## config.mk

```make
export PLATFORM = sky130hd
export DESIGN_NAME = dmem_copy_engine
export DESIGN_NICKNAME = d
export VERILOG_FILES = /design/src/rtl/dmem_copy_engine.sv
export SDC_FILE = /design/constraint.sdc
export NUM_CORES = 1
export LEC_CHECK = 0
export CAP_MARGIN = 0
export CORE_MARGIN = 2
export CORE_UTILIZATION = 39
export CTS_CLUSTER_SIZE = 12
export DETAILED_ROUTE_END_ITERATION = 10
export GPL_ROUTABILITY_DRIVEN = 0
export SLEW_MARGIN = 40
export SYNTH_ARGS = -nofsm -noshare
export SYNTH_HDL_FRONTEND = slang
export SYNTH_SLANG_ARGS = --single-unit
export TNS_END_PERCENT = 1
```

## constraint.sdc

```tcl
create_clock -name clk_i -period 9.1 [get_ports clk_i]
set_clock_uncertainty 0.15 [all_clocks]
set_input_delay 1.82 -clock clk_i [delete_from_list [all_inputs] [get_ports clk_i]]
set_output_delay 1.82 -clock clk_i [all_outputs]
set_load 0.03 [all_outputs]
```

## src/rtl/dmem_copy_engine.sv

```systemverilog
// Block-move helper for the 32-word data memory: copies len words from src to dst,
// one read cycle and one write cycle per word, accumulating a checksum of the words read.
module dmem_copy_engine #(
  parameter int AW = 5,
  parameter int DW = 32
) (
  input  logic          clk_i,
  input  logic          reset_i,
  input  logic          start_i,
  input  logic [AW-1:0] src_i,
  input  logic [AW-1:0] dst_i,
  input  logic [AW:0]   len_i,
  output logic          busy_o,
  output logic          done_o,
  output logic [DW-1:0] checksum_o,
  output logic          mem_we_o,
  output logic [AW-1:0] mem_addr_o,
  output logic [DW-1:0] mem_wdata_o,
  input  logic [DW-1:0] mem_rdata_i
);

  // state | meaning
  // IDLE  | waiting for start; memory port parked, mem_we low
  // RD    | mem_addr = src + idx, capturing the read word
  // WR    | mem_addr = dst + idx, writing the captured word
  typedef enum logic [1:0] {
    S_IDLE = 2'd0,
    S_RD   = 2'd1,
    S_WR   = 2'd2
  } state_t;

  localparam logic [AW:0]   LEN_ONE = (AW+1)'(1);
  localparam logic [AW-1:0] IDX_ONE = AW'(1);

  state_t        state_q, state_d;
  logic [AW-1:0] src_q, src_d;
  logic [AW-1:0] dst_q, dst_d;
  logic [AW:0]   len_q, len_d;
  logic [AW-1:0] idx_q, idx_d;
  logic [DW-1:0] buf_q, buf_d;
  logic [DW-1:0] cs_q, cs_d;
  logic          busy_q, busy_d;
  logic          done_q, done_d;
  logic          we_q, we_d;
  logic [AW-1:0] addr_q, addr_d;
  logic          last_word;

  assign last_word = ({1'b0, idx_q} == (len_q - LEN_ONE));

  // Next-state decode. The memory port registers are loaded one edge ahead,
  // so every mem_* output comes straight from a flop.
  always_comb begin
    state_d = state_q;
    src_d   = src_q;
    dst_d   = dst_q;
    len_d   = len_q;
    idx_d   = idx_q;
    buf_d   = buf_q;
    cs_d    = cs_q;
    busy_d  = busy_q;
    done_d  = 1'b0;
    we_d    = we_q;
    addr_d  = addr_q;

    case (state_q)
      S_IDLE: begin
        we_d = 1'b0;
        // A start landing in the done cycle is dropped; the next cycle may start.
        if (start_i && !done_q) begin
          src_d = src_i;
          dst_d = dst_i;
          len_d = len_i;
          cs_d  = '0;
          idx_d = '0;
          if (len_i == '0) begin
            done_d = 1'b1;
          end else begin
            busy_d  = 1'b1;
            addr_d  = src_i;
            state_d = S_RD;
          end
        end
      end

      S_RD: begin
        buf_d   = mem_rdata_i;
        cs_d    = cs_q + mem_rdata_i;
        addr_d  = dst_q + idx_q;
        we_d    = 1'b1;
        state_d = S_WR;
      end

      S_WR: begin
        we_d = 1'b0;
        if (last_word) begin
          busy_d  = 1'b0;
          done_d  = 1'b1;
          state_d = S_IDLE;
        end else begin
          idx_d   = idx_q + IDX_ONE;
          addr_d  = src_q + idx_q + IDX_ONE;
          state_d = S_RD;
        end
      end

      default: begin
        busy_d  = 1'b0;
        we_d    = 1'b0;
        state_d = S_IDLE;
      end
    endcase
  end

  always_ff @(posedge clk_i) begin
    if (reset_i) begin
      state_q <= S_IDLE;
      src_q   <= '0;
      dst_q   <= '0;
      len_q   <= '0;
      idx_q   <= '0;
      buf_q   <= '0;
      cs_q    <= '0;
      busy_q  <= 1'b0;
      done_q  <= 1'b0;
      we_q    <= 1'b0;
      addr_q  <= '0;
    end else begin
      state_q <= state_d;
      src_q   <= src_d;
      dst_q   <= dst_d;
      len_q   <= len_d;
      idx_q   <= idx_d;
      buf_q   <= buf_d;
      cs_q    <= cs_d;
      busy_q  <= busy_d;
      done_q  <= done_d;
      we_q    <= we_d;
      addr_q  <= addr_d;
    end
  end

  assign busy_o      = busy_q;
  assign done_o      = done_q;
  assign checksum_o  = cs_q;
  assign mem_we_o    = we_q;
  assign mem_addr_o  = addr_q;
  assign mem_wdata_o = buf_q;

endmodule

```

== Word level (Yosys, flattened, before mapping) ==
Cells that the tools add are included.

* Eq/ne operators: 7
* Reduce and logical (&&, ||, !) cells: 13
* Bitwise gates (word level): 1
* Muxes and demuxes: 22
* $add $sub $neg: 6

{| class="wikitable"
|+ Operators by type and width
! kind !! count
|-
| case mux 32 bit (2 select lines) || 1
|-
| adder 32 bit || 1
|-
| 2-to-1 mux 32 bit || 1
|-
| 2-to-1 mux 5 bit || 5
|-
| case mux 5 bit (3 select lines) || 1
|-
| adder 5 x 1 -> 5 bit (second input constant) || 2
|-
| adder 5 bit || 2
|-
| case mux 5 bit (2 select lines) || 1
|-
| 2-to-1 mux 1 bit || 8
|-
| inequality test 2 bit (second input constant) || 4
|-
| AND reduction 4 bit || 2
|-
| == test 5 x 6 -> 1 bit || 1
|-
| logical NOT 6 bit || 1
|-
| case mux 2 bit (3 select lines) || 1
|-
| AND reduction 2 bit || 3
|-
| subtractor 6 x 1 -> 6 bit (second input constant) || 1
|-
| 2-to-1 mux 2 bit || 2
|-
| nonzero test 2 bit || 2
|-
| case mux 1 bit (3 select lines) || 1
|-
| AND reduction 3 bit || 1
|-
| nonzero test 3 bit || 1
|-
| == test 2 x 1 -> 1 bit (second input constant) || 1
|-
| == test 2 bit (second input constant) || 1
|-
| logical NOT 2 bit || 1
|-
| other kinds (4) || 4
|}

* Logic and storage cells: 60
* Input port bits: 51
* Flip-flop bits (word level): 95
* Output and inout port bits: 72

== Longest topological paths before layout ==
Gate-level depths: netlist of run 1.

* Depth in word-level cells: 4
* Mapped depth: 12
* Depth with buffers taken out: 12

== Worst setup path after synthesis of run 1 ==
Ideal clock, no wire load.

* Path type: input -> register
* Start point: in mem_rdata_i[12]
* End point: reg cs_q[29] (netlist: checksum_o[29])
* Path buffers: 0
* Library setup time: 0.117 ns
* Arrival: 3.896 ns
* Slack: 4.937 ns
* Stages on the path: 10
* Cell sequence: ha_1 -> a21o_1 -> a211o_1 -> nor4_2 -> a2111o_1 -> o211ai_2 -> o41ai_4 -> o21ai_2 -> xor2_1 -> a22o_1

* Word-level cells in the longest chain between the ends: 2

{| class="wikitable"
|+ RTL lines
! item !! line !! source
|-
| start, declared || 19 || <nowiki>input logic [DW-1:0] mem_rdata_i</nowiki>
|-
| adder 32 bit || 87 || <nowiki>cs_d = cs_q + mem_rdata_i;</nowiki>
|-
| case mux 32 bit (2 select lines) || 65 || <nowiki>case (state_q)</nowiki>
|-
| end signal, assigned || 134 || <nowiki>cs_q <= cs_d;</nowiki>
|-
| end, declared || 41 || <nowiki>logic [DW-1:0] cs_q, cs_d;</nowiki>
|}

Every way passes these cells.
A chain may end at the register's enable or synchronous reset.

== Worst setup path after layout of run 1 ==
* Start point: in mem_rdata_i[0]
* End point: reg cs_q[26] (netlist: checksum_o[26])

Same word-level chain as after synthesis.

==> impl_metrics.yaml, run 1 <==
run_status:
  status: "completed"
place:
  hpwl_um: 10400
  io_buffer_count: 122
  dp_slack_ns: 4.15
grt:
  grt_pass1_vias: 4915
  track_usage: 0.198
  grt_antenna_before_repair: 0
  grt_max_degree: 79
  grt_pass1_wl_um: 23600
  overflow: 0
run:
  drv_cap: 0
layout:
  seqCellArea_sq_um: 1900
  final_layout_size_suffix_gt1_frac: 0.0483
  n_antenna_cell: 0
  area.growth.synth_to_final_pct: 30.7
  nets: 840
  multi_input_area_sq_um: 3420
  nFillCells: 1305
setup_path:
  r2r-start: "checksum_o[12]$_SDFFE_PP0P_"
  start_kind: "input pin"
  worstPathArrival_ns: 4.68
  end_kind: "register"
  required_ns: 9.20
  reg2reg_slack_ns: 6.10
  worst-setup-path-type: "in2reg"
  reg2reg_depth: 10
  rr_endpoint: "checksum_o[31]$_SDFFE_PP0P_"
  critPathLaunch: "mem_rdata_i[0]"
  path_max_fanout: 3
synth:
  synth_edf_count: 0
  async_flop_share: 0
  synth_area_leaders: "dfxtp_1 34%, ha_1 10%, mux2i_1 7.1%, a21oi_1 5.5%, nor2_1 5.3%"
  syn_area_sq_um: 5520
  yosysSeqAreaShare: 0.345
  ys_types: 60
  synth_top_area_share: 0.345
  ys_seq_elements: 95
  ys_warn_count: 0
  syn_avg_cell_area_sq_um: 8.69
  postSynthCellCount: 635
  ys.flop_type: "dfxtp_1"
  syn_nets: 734
  yosys.area.top_type: "dfxtp_1"
sta:
  fin_tns_setup_ns: 0
  clock.fmax_mhz: 218
  grt_setup_unrepaired: "false"
  tightest_slew_ns: 0.660
  maxSlewHeadroom: 0.555
  period_needed_ns: 4.58
  setup_ws_ns: 4.52
  layout_worst_path_cycle_share: 0.503
  setup_viol: 0
  hold_viol: 0
  slew_violations: 0
floorplan:
  core_area_sq_um: 13800
  num_rows: 43
  io_pins: 123
  die_x_um: 123
  die_h_um: 123
  die_area_sq_um: 15100
  start_util: 0.399
power:
  powerDensity_nw_per_um2: 202
  irDropWorstVdd_mv: 0.137
  power.leakage_nw: 3.08
clocking:
  htreeDepth: 3
  post_cts_buffers: 0
  cts_tree: "yes"
  cts_buffers: 9
  post_cts_resize_count: 0
  clkLatencyLatePin_ns: 0.35
  clock_sinks: 95
  clk_pin_slew_worst_paths_ns: 0.07
  clockBufferDepth: 2
  ctsHoldBuffers: 0
  cts-root-buf: "clkbuf_16"
hold_path:
  holdCritPathClass: "reg2reg"
  hold_depth: 2
  hold_path.startpoint: "src_q[2]$_SDFFE_PP0P_"
  min_to: "src_q[2]$_SDFFE_PP0P_"
route:
  vias: 4849
  via_per_inst: 5.24
  drtIter0Drc: 236
  wirelength_um: 14300
  wl_per_cell_um: 15.4
  drc: 0
  drtPass1Iterations: 4
  detail-route-antenna-nets: 0
-- layer usage --
layer,part of all wire,GRT usage
met1,0.45,0.235
met3,0.048,0.0577
met4,0.012,0.0560
met2,0.49,0.347
met5,0,0
-- registers in the layout (all words and copies together), names as in the netlist --
register     cells
src_q            5
mem_wdata_o     32
mem_we_o         1
idx_q            5
state_q          2
checksum_o      32
len_q            6
dst_q            5
done_o           1
mem_addr_o       5
busy_o           1
-- cell families (layout without fill, tap and decap cells) --
| kind of cell | count (synthesis) | count (layout) | synth area share |
|---|---|---|---|
| simple gates | 190 | 190 | 0.156 |
| compound gates | 170 | 170 | 0.215 |
| flops | 95 | 95 | 0.345 |
| buf+inv | 52 | 163 | 0.0354 |
| fa+ha+maj | 48 | 48 | 0.113 |
| xor+xnor | 41 | 41 | 0.0651 |
| mux | 39 | 39 | 0.0707 |
-- cell usage after synthesis, types with 2 or more instances --
library cell,instances
ha_1,45
nand3_1,7
and3_1,4
nor2_1,78
a22o_1,17
a32o_1,2
inv_1,18
xor2_1,19
nand4_1,7
a32oi_1,2
a22oi_1,17
o22ai_1,3
nor4_1,3
a21o_1,22
xnor2_1,22
nand3b_1,2
clkbuf_1,33
mux2i_1,39
nor3_1,7
nor2b_1,9
nand2b_1,5
o211ai_1,2
or2_2,2
nand2_1,55
and4_1,2
a21boi_0,4
o21bai_1,3
fa_1,3
o21ai_0,15
dfxtp_1,95
a21oi_1,61
and2_1,2
o21a_1,3
-- critical path, cell delays in order --
cell and delay (ns):
clkdlybuf4s50_1 0.50, ha_1 0.18, inv_1 0.05, fa_1 0.37
nor2b_1 0.17, o21ai_1 0.11, a21oi_1 0.23, nor4_1 0.13
o41ai_2 0.44, a31oi_2 0.20, o21bai_1 0.20, xor2_1 0.08
a22o_1 0.19
-- final cells by class --
type / count / share of cell area
Clock buffer: 11 / 0.0336
Timing Repair Buffer: 129 / 0.176
Sequential cell: 95 / 0.264
Clock inverter: 5 / 0.0113
Multi-Input combinational cell: 488 / 0.475
Inverter: 18 / 0.00937
Tap cell: 180 / 0.0312
-- placed cells by master (no fill, tap or decap), types with 3 or more instances in the layout --
| cell type | instances |
|---|---|
| nand4_1 | 7 |
| and3_1 | 4 |
| nand2b_1 | 5 |
| o21ai_0 | 15 |
| fa_1 | 3 |
| o21bai_1 | 3 |
| nand2_1 | 55 |
| dfxtp_1 | 95 |
| nor4_1 | 3 |
| buf_4 | 6 |
| xnor2_1 | 22 |
| nor3_1 | 7 |
| clkdlybuf4s50_1 | 121 |
| o21a_1 | 3 |
| inv_1 | 18 |
| nor2_1 | 78 |
| nor2b_1 | 9 |
| xor2_1 | 19 |
| clkbuf_16 | 9 |
| a21o_1 | 22 |
| nand3_1 | 7 |
| a21boi_0 | 3 |
| mux2i_1 | 39 |
| a21oi_1 | 61 |
| a22o_1 | 17 |
| a22oi_1 | 17 |
| ha_1 | 44 |
| o22ai_1 | 3 |
-- how the worst max path moves through the flow --
stage,end,slack (ns),cells after the start
6_report,checksum_o[26]$_SDFFE_PP0P_,4.52,13
2_1_floorplan,checksum_o[29]$_SDFFE_PP0P_,4.94,10
4_1_cts,checksum_o[26]$_SDFFE_PP0P_,4.53,13
3_3_place_gp,checksum_o[26]$_SDFFE_PP0P_,4.25,13
5_1_grt,checksum_o[31]$_SDFFE_PP0P_,4.30,11
3_5_place_dp,checksum_o[26]$_SDFFE_PP0P_,4.15,13
-- stage by stage --
stage | utilization | instance area, sq um | total power, mW | hold WS [ns] | cells
6_report | 0.522 | 7210 | 1.46 | 0.322 | 926
5_1_grt | 0.522 | 7210 | 1.55 | 0.337 | 926
4_1_cts | 0.521 | 7210 | 1.48 | 0.323 | 926
3_5_place_dp | 0.498 | 6890 | 1.06 | 0.305 | 910
3_3_place_gp | 0.498 | 6890 | 1.05 | 0.297 | 910
2_1_floorplan | - | 5520 | 0.874 | 0.286 | 635
-- power by group --
group	switching [mW]	internal, mW
Combinational	0.312	0.235
Sequential	0.0345	0.466
Clock	0.164	0.248
Note: power is estimated with default switching activity, not from simulation.
==> inputs of run 2 (changes only) <==
PLACE_DENSITY = 0.67   (was unset)
clock period = 4 ns   (was 9.1 ns; I/O delays follow)
==> impl_metrics.yaml, run 2 (synthesis results as in run 1) <==
setup_path:
  worst-setup-path-type: "in2reg"
  critPathBufInv: 2
  worstPathArrival_ns: 3.65
  r2r-start: "checksum_o[7]$_SDFFE_PP0P_"
  end_kind: "register"
  rr_endpoint: "checksum_o[26]$_SDFFE_PP0P_"
  worstPathCellList: "clkdlybuf4s50_1 -> ha_1 -> inv_1 -> fa_1 -> nor2b_1 -> o21ai_1 -> a21oi_1 -> nor4_1 -> o41ai_2 -> a31oi_2 -> o21bai_1 -> xor2_1 -> a22o_1"
  reg2reg_slack_ns: 0.99
  start_kind: "input pin"
  required_ns: 4.09
  max_stage_delay_ns: 0.49
  cpLargestDelayFamily: "compound AO/OA/AOI/OAI gates"
  reg2reg_depth: 10
  slowest_stage: "clkdlybuf4s50_1"
  path_max_fanout: 3
floorplan:
  num_rows: 43
  core_area_sq_um: 13800
  die_x_um: 123
  io_pins: 123
  die_area_sq_um: 15100
  die_h_um: 123
  start_util: 0.399
sta:
  fin_tns_setup_ns: 0
  layout_worst_path_cycle_share: 0.889
  grt_setup_unrepaired: "false"
  period_needed_ns: 3.56
  slew_violations: 0
  hold_viol: 0
  tightest_slew_ns: 0.687
  setup_viol: 0
  clock.fmax_mhz: 281
  maxSlewHeadroom: 0.542
  setup_ws_ns: 0.444
layout:
  stdcell_count: 924
  nets: 840
  nFillCells: 1290
  final_layout_size_suffix_gt1_frac: 0.0444
  layout_commonest_cell: "clkdlybuf4s50_1"
  n_antenna_cell: 0
  final_cell_mix: "121 x clkdlybuf4s50_1, 95 x dfxtp_1, 78 x nor2_1, 61 x a21oi_1, 55 x nand2_1"
  area.growth.synth_to_final_pct: 29.6
route:
  vias: 4944
  via_per_inst: 5.35
  detail-route-antenna-nets: 0
  wirelength_um: 14300
  drtPass1Iterations: 5
  drc: 0
  drtIter0Drc: 233
  wl_per_cell_um: 15.5
hold_path:
  holdCritPathClass: "reg2reg"
  hold_depth: 2
  hold_path.startpoint: "dst_q[4]$_SDFFE_PP0P_"
  min_to: "dst_q[4]$_SDFFE_PP0P_"
clocking:
  clkLatencyLatePin_ns: 0.35
  cts_buffers: 9
  clk_pin_slew_worst_paths_ns: 0.06
  clock_sinks: 95
  post_cts_resize_count: 0
  clockBufferDepth: 2
  htreeDepth: 3
  post_cts_buffers: 0
  cts_tree: "yes"
  ctsHoldBuffers: 0
  cts-root-buf: "clkbuf_16"
grt:
  use_met1: 0.243
  grtUsageMet3: 0.0586
  grt_pass1_vias: 4817
  overflow: 0
  grtUsageMet2: 0.325
  grt_pass1_wl_um: 23300
  grt_most_used_layer: "met2"
  track_usage: 0.195
  grt_antenna_before_repair: 0
  grt_max_degree: 44
run_status:
  status: "completed"
power:
  power.leakage_nw: 3.05
  powerDensity_nw_per_um2: 446
  irDropWorstVdd_mv: 0.337
  total_power_mw: 3.19
place:
  hpwl_um: 10300
  io_buffer_count: 122
  dp_cells: 910
  dp_slack_ns: 0.0629
run:
  drv_cap: 0
==> run 2: per-layer routing <==
layer,share of wire,routed length (um)
met4,0.015,214
met1,0.45,6380
met3,0.052,750
met5,0,0
met2,0.49,6940
==> run 2: worst register-to-register path: stages (launching register included) <==
cell and delay, ns:
dfxtp_1 0.33, ha_1 0.37, a21o_1 0.18, a21o_1 0.17, a21o_1 0.19, nor4_1 0.51, o41ai_2 0.22, a31oi_2 0.32
o21bai_1 0.13, xor2_1 0.15, a22o_1 0.19
==> run 2: layout make-up <==
class	instances	area (sq um)	area share
Tap cell	180	225	0.0315
Inverter	18	67.6	0.00945
Clock buffer	13	260	0.0364
Clock inverter	1	5.00	0.000700
Sequential cell	95	1900	0.266
Timing Repair Buffer	129	1270	0.177
Multi-Input combinational cell	488	3420	0.479
==> run 2: how the worst max path moves through the flow <==
stage               startpoint                          end  slack [ns]  depth (start not counted)
2_1_floorplan  mem_rdata_i[12]  checksum_o[29]$_SDFFE_PP0P_        0.86                         10
3_3_place_gp    mem_rdata_i[0]  checksum_o[26]$_SDFFE_PP0P_        0.13                         13
3_5_place_dp    mem_rdata_i[0]  checksum_o[26]$_SDFFE_PP0P_        0.06                         13
4_1_cts         mem_rdata_i[0]  checksum_o[26]$_SDFFE_PP0P_        0.43                         13
5_1_grt         mem_rdata_i[0]  checksum_o[26]$_SDFFE_PP0P_        0.22                         13
6_report        mem_rdata_i[0]  checksum_o[26]$_SDFFE_PP0P_        0.44                         13
==> run 2: where the power goes <==
part | total (mW) | internal [mW] | switching, mW
Clock | 0.805 | 0.448 | 0.357
Combinational | 1.24 | 0.533 | 0.708
Sequential | 1.14 | 1.06 | 0.0790
Total | 3.19 | 2.04 | 1.14
==> run 2: per-stage QoR <==
step	hold slack (ns)	util	instance area, sq um
after floorplan	0.286	-	5520
after global placement	0.296	0.498	6890
after detailed placement	0.313	0.498	6890
after CTS	0.328	0.517	7150
after global routing	0.347	0.517	7150
final	0.323	0.517	7150
==> inputs of run 3 (changes only) <==
CAP_MARGIN = unset   (was 0)
==> results of run 3 <==
No change in the layout: final DEF, timing and power equal those of run 2.
